File: src/rtl/pll_reset_sequencer_pkg.sv
// Shared types and constants for the PLL/DCM reset sequencer.
// Holds the sequencer state encoding and the lock-loss counter width.
package pll_reset_sequencer_pkg;

    typedef enum logic [1:0] {
        ASSERT    = 2'd0,
        WAIT_LOCK = 2'd1,
        STABLE    = 2'd2,
        RUN       = 2'd3
    } state_e;

    localparam int LOSS_CNT_W = 8;
    localparam logic [LOSS_CNT_W-1:0] LOSS_CNT_MAX = '1;

endpackage

File: src/rtl/pll_lock_sync.sv
// Two-flop synchronizer that brings the asynchronous PLL lock into the
// reference clock domain; both stages clear on reset.
module pll_lock_sync (
    input  logic clk,
    input  logic rst,
    input  logic async_i,
    output logic sync_o
);

    logic meta_q;
    logic sync_q;

    always_ff @(posedge clk or posedge rst) begin
        if (rst) begin
            meta_q <= 1'b0;
            sync_q <= 1'b0;
        end else begin
            meta_q <= async_i;
            sync_q <= meta_q;
        end
    end

    assign sync_o = sync_q;

endmodule

File: src/rtl/pll_reset_sequencer.sv
// Reset sequencer for a PLL/DCM: pulses pll_rst, waits for a stable lock and
// then releases sys_rst. Define PLL_LOCK_LOSS_COUNT_EN to build the lock-loss counter.
module pll_reset_sequencer
    import pll_reset_sequencer_pkg::*;
#(
    parameter int RST_CYCLES    = 16,
    parameter int LOCK_TIMEOUT  = 65536,
    parameter int STABLE_CYCLES = 1024,
    parameter int CNT_W         = 17
) (
    input  logic                  clk,
    input  logic                  rst,
    input  logic                  pll_lock,
    input  logic                  relock_req,
    output logic                  pll_rst,
    output logic                  sys_rst,
    output logic                  ready,
    output logic [LOSS_CNT_W-1:0] lock_loss_count
);

    localparam logic [CNT_W-1:0] RST_LAST     = CNT_W'(RST_CYCLES - 1);
    localparam logic [CNT_W-1:0] TIMEOUT_LAST = CNT_W'(LOCK_TIMEOUT - 1);
    localparam logic [CNT_W-1:0] STABLE_LAST  = CNT_W'(STABLE_CYCLES - 1);

    state_e           state_q, state_d;
    logic [CNT_W-1:0] cnt_q, cnt_d;
    logic             lockS;
    logic             pll_rst_q, pll_rst_d;
    logic             sys_rst_q, sys_rst_d;
    logic             ready_q, ready_d;

    pll_lock_sync u_lock_sync (
        .clk     (clk),
        .rst     (rst),
        .async_i (pll_lock),
        .sync_o  (lockS)
    );

    // Outputs are registered from the decoded current state, so sys_rst and
    // ready toggle on the same edge and can never glitch against each other.
    always_ff @(posedge clk or posedge rst) begin
        if (rst) begin
            state_q   <= ASSERT;
            cnt_q     <= '0;
            pll_rst_q <= 1'b1;
            sys_rst_q <= 1'b1;
            ready_q   <= 1'b0;
        end else begin
            state_q   <= state_d;
            cnt_q     <= cnt_d;
            pll_rst_q <= pll_rst_d;
            sys_rst_q <= sys_rst_d;
            ready_q   <= ready_d;
        end
    end

    always_comb begin
        state_d = state_q;
        cnt_d   = cnt_q;
        unique case (state_q)
            ASSERT: begin
                if (cnt_q == RST_LAST) state_d = WAIT_LOCK;
            end
            WAIT_LOCK: begin
                if (relock_req)                  state_d = ASSERT;
                else if (lockS)                  state_d = STABLE;
                else if (cnt_q == TIMEOUT_LAST)  state_d = ASSERT;
            end
            STABLE: begin
                if (relock_req)                  state_d = ASSERT;
                else if (!lockS)                 state_d = WAIT_LOCK;
                else if (cnt_q == STABLE_LAST)   state_d = RUN;
            end
            RUN: begin
                if (relock_req || !lockS)        state_d = ASSERT;
            end
            default: state_d = ASSERT;
        endcase

        // One counter serves every state: it restarts on any transition and
        // parks at all-ones rather than wrapping while sitting in RUN.
        if (state_d != state_q)  cnt_d = '0;
        else if (cnt_q != '1)    cnt_d = cnt_q + CNT_W'(1);
    end

    always_comb begin
        pll_rst_d = (state_q == ASSERT);
        sys_rst_d = (state_q != RUN);
        ready_d   = (state_q == RUN);
    end

    assign pll_rst = pll_rst_q;
    assign sys_rst = sys_rst_q;
    assign ready   = ready_q;

`ifdef PLL_LOCK_LOSS_COUNT_EN
    logic [LOSS_CNT_W-1:0] loss_q;
    logic                  lossEvent;

    // Only a lock drop seen in RUN counts; a simultaneous relock still counts once.
    assign lossEvent = (state_q == RUN) && !lockS;

    always_ff @(posedge clk or posedge rst) begin
        if (rst) begin
            loss_q <= '0;
        end else if (lossEvent && (loss_q != LOSS_CNT_MAX)) begin
            loss_q <= loss_q + LOSS_CNT_W'(1);
        end
    end

    assign lock_loss_count = loss_q;
`else
    assign lock_loss_count = '0;
`endif

endmodule

File: config.mk
export PLATFORM = sky130hd
export DESIGN_NAME = pll_reset_sequencer
export DESIGN_NICKNAME = d
export VERILOG_FILES = /design/src/rtl/pll_reset_sequencer_pkg.sv /design/src/rtl/pll_lock_sync.sv /design/src/rtl/pll_reset_sequencer.sv
export SDC_FILE = /design/constraint.sdc
export NUM_CORES = 1
export LEC_CHECK = 0
export BUFFER_PORTS_ARGS = -buffer_cell sky130_fd_sc_hd__buf_2
export CAP_MARGIN = 20
export CORE_ASPECT_RATIO = 1.25
export CORE_UTILIZATION = 45
export CTS_CLUSTER_DIAMETER = 40
export DETAILED_ROUTE_END_ITERATION = 7
export PLACE_DENSITY = 0.61
export SETUP_SLACK_MARGIN = 0.02
export SYNTH_ARGS = -nofsm -noshare
export SYNTH_HDL_FRONTEND = slang
export SYNTH_HIERARCHICAL = 1
export SYNTH_SLANG_ARGS = --single-unit
File: constraint.sdc
create_clock -name clk -period 2.9 [get_ports clk]
set_input_delay 0.145 -clock clk [delete_from_list [all_inputs] [get_ports clk]]
set_output_delay 0.145 -clock clk [all_outputs]
set_load 0.05 [all_outputs]
==> summary.txt <==
Power and ir drop
  • Leakage dissipation: approximately 0.64 nW
  • Overall power: 962 uW
  • Fraction of power spent switching nets: 0.403
  • Share of total power in combinational logic: 0.377
  • Net switching power figure: 388 uW
  • Largest vdd supply drop: between 0.3 and 0.4 mV
  • Seq pwr share: 0.467
  • Clock Power Share: 0.156
  • Internal Power: 575 uW
  • Power density normalized to cell area: 681 mW/mm^2

Final layout
  • Final #Nets: between 100 and 150
  • Commonest cells after routing, fill and taps aside: dfrtp_1 (22), a21oi_1 (10), a21oi_2 (10)
  • Final antenna diode count: 0
  • Final non-filler cell total: about 170
  • Leading cell type in the layout, fill and taps excluded: dfrtp_1
  • Share of final-layout standard cells stronger than drive strength 1: 0.203
  • Area growth syn-to-layout: 4.92%

Clock tree
  • Root cell of the clock tree: clkbuf_4
  • Resize count post-CTS: 0
  • Clock latency on the worst-skew pair: 0.31 ns
  • CTS Sinks: 24
  • Level count of the clock H-tree: 1
  • Number of buffers on the longest clock path: 2
  • CTS tree: yes
  • Clock-pin transition on the worst setup and hold timing paths: ~0.13 ns
  • Number of buffers inserted to repair setup after CTS: 0
  • Inserted Clock Buffers: 3

Synth
  • Cell accounting for the most synthesized area: dfrtp_1
  • Dominant combinational cell family by area after synthesis: simple AND/OR/NAND/NOR gates
  • Number of warnings printed during yosys synthesis: 6
  • Post-synthesis instance area: between 0.001 and 0.0015 mm^2
  • Share of the yosys chip area belonging to registers: 0.448
  • Share of synthesized cell area in and, or, nand and nor gates: 0.198
  • Library cells used by synthesis: 33
  • Synth Area in Compound Gates: 0.133
  • Parity-gate share of the synthesized area counting xor and xnor cells: 0.0975
  • Synthesized instance count: 130
  • Fraction of the mapped netlist area in adder cells: 0.0279
  • Share of the synthesized area in the top cell type: 0.409
  • Avg Cell Area, Syn: 10.4 um^2
  • Post-synthesis sequential element count: 24
  • Multiplexer area fraction after synthesis: 0.00743
  • Largest cells by area after synthesis: dfrtp_1 (41%), a21oi_2 (6.5%), xnor2_1 (5.8%), buf_4 (4.5%), dfstp_2 (3.9%)

Placed design
  • DP Cell Count: between 150 and 200
  • PortBufs: 6
  • Placer congestion estimate: 0.782
  • HPWL after detailed placement: around 1700 um

Worst setup path
  • Critical path's largest stage delay: roughly 0.48 ns
  • Timing endpoint of the critical path: cnt_q[7]
  • Kind of end point of the critical path: register
  • Crit Path Max Fanout: 17
  • Worst path arrival time: around 2.6 ns
  • Critical path class: reg -> reg
  • Buf/Inv on CP: 0
  • Worst path slowest cell: a21oi_4
  • Worst reg2reg path endpoint: cnt_q[7]
  • Critical Path Source Type: register
  • Cells on worst reg2reg path: 10
  • Sequence of cells on the critical path: ha_1 -> and3_1 -> nand3_1 -> nor3_1 -> ha_1 -> nor3_1 -> a21oi_1 -> nor3b_1 -> a21oi_4 -> a21oi_1
  • Worst-case register-to-register setup slack: 0.44 ns
  • Launch point of the worst reg-to-reg path: cnt_q[0]
  • Required time reported for the critical path endpoint: approximately 3 ns
  • Top delay family on crit path: compound AO/OA/AOI/OAI gates
  • Worst setup path startpoint: cnt_q[0]
  • Number of cells on the critical path: 10

Hold path
  • Worst min path class: in -> reg

Global route
  • Initial antenna violation count: 0
  • First-pass GRT wire length: 4020 um
  • Final global-route overflow total: 0
  • Overall global routing resource usage: 0.165
  • Via count of the first global-routing pass: between 900 and 1,000
  • Maximum number of pins on one net before global-route repair: 23

STA
  • Endpoints failing hold: 0
  • Normalized max-slew margin: 0.446
  • Final max-slew violation count: 0
  • Final Skew: between 0.004 and 0.005 ns
  • Min Clock Period, post-route: 2.46 ns
  • F_max: between 0.4 and 0.5 GHz
  • Worst-Margin Slew: 0.830 ns
  • Setup violation total in the final timing report: 0
  • Setup repair after global routing missed its margin: false
  • Final total negative setup slack: 0 ns
  • Final worst-path cycle share: 0.847

Route
  • Via count: 931
  • # DRC: 0
  • Final routed wirelength across all metal layers: ~2300 um
  • Detail Route Antenna Nets: 0
  • Iteration-0 DRC count of the detailed router: 33
  • Mean routed wirelength per cell: ~13 um
  • Ratio of routed vias to standard cells: between 5 and 6
  • Detailed-routing iteration count for the pre-antenna-repair pass: 4

Die
  • Number of core rows: 21
  • Die outline width: just over 50 um
  • Die area: 0.00322 mm^2
  • Ports placed on the boundary: 15
  • Core area: about 0.0028 mm^2
  • Die height: around 63 um
  • Initial Utilization: 0.488

Outcome
  • Result of the run: completed

Job
  • Max-cap violation count: 0
==> state kept, by name, indices dropped and copies added, names as in the netlist <==
register and flops:
u_lock_sync/meta_q 1, sys_rst 1, pll_rst 1, cnt_q 17, u_lock_sync/sync_o 1, ready 1, state_q 2
==> metrics by stage <==
step                setup slack, ns   util  hold slack [ns]  area, um^2
global placement              0.480  0.496          0.00175        1370
CTS                           0.420  0.512           0.0285        1410
finish                        0.444  0.512           0.0407        1410
detailed placement            0.445  0.496           0.0110        1370
floorplan                     0.728      -           -0.114        1370
global route                  0.263  0.512           0.0494        1410
==> area by class of cell <==
type	instances	area, um^2
clock buffers	4	26.3
inverters	6	22.5
repair buffers	10	65.1
flip-flops and latches	24	603
well taps	34	42.5
fillers	258	1350
multi-input cells	94	654
==> metal layers <==
layer	up-vias	global-route usage	part of all wire
met2	19	0.271	0.49
met4	0	0.0729	0.017
li1	451	-	-
met3	5	0.0217	0.031
met5	-	0	0
met1	456	0.212	0.46
==> power groups by stage <==
stage / clock network (mW) / registers (mW) / logic (mW)
6_report: 0.151 / 0.449 / 0.362
3_5_place_dp: 0 / 0.456 / 0.362
3_3_place_gp: 0 / 0.454 / 0.358
2_1_floorplan: 0 / 0.458 / 0.309
4_1_cts: 0.160 / 0.449 / 0.366
5_1_grt: 0.173 / 0.457 / 0.398
==> timing repair <==
action                                 4_1_cts  5_1_grt
hold buffers                                 2        0
endpoints found under the hold margin        3        0
setup endpoints to repair                    0        0
==> kinds of logic (layout without fill, tap and decap cells) <==
kind of cell | Yosys count | count (layout)
and+or+nand+nor | 43 | 43
muxes | 1 | 1
adders and majority gates | 3 | 3
AOI/OAI and AO/OA | 24 | 24
other | 1 | 8
xor gates and xnor gates | 15 | 15
DFF | 24 | 24
buffers and inverters | 19 | 20
==> Yosys cell counts <==
master,instances
dfrtp_1,22
a21oi_1,10
a21oi_2,10
xnor2_1,9
buf_4,8
nand2_1,7
inv_1,6
nor3_1,6
xor2_1,6
nand3_1,5
nor2_1,5
and3_1,4
nand4_1,4
clkbuf_1,3
ha_1,3
and4_1,2
buf_6,2
dfstp_2,2
nor2b_1,2
a21boi_1,1
a21o_1,1
a21oi_4,1
a41o_1,1
and2_1,1
and3b_1,1
conb_1,1
mux2i_1,1
nand4_2,1
nor3b_1,1
nor4_1,1
nor4_2,1
nor4_4,1
or4_4,1
==> how the worst min path moves through the flow <==
stage | start | end | slack [ns] | cells after the start
final | relock_req | state_q[1] | 0.04 | 2
after global routing | relock_req | state_q[1] | 0.05 | 2
after CTS | relock_req | state_q[1] | 0.03 | 2
after detailed placement | rst | u_lock_sync/sync_o | 0.01 | 2
after global placement | rst | u_lock_sync/meta_q | 0.002 | 2
after floorplan | rst | u_lock_sync/meta_q | -0.11 | 1
Note: power is estimated with default switching activity, not from simulation.
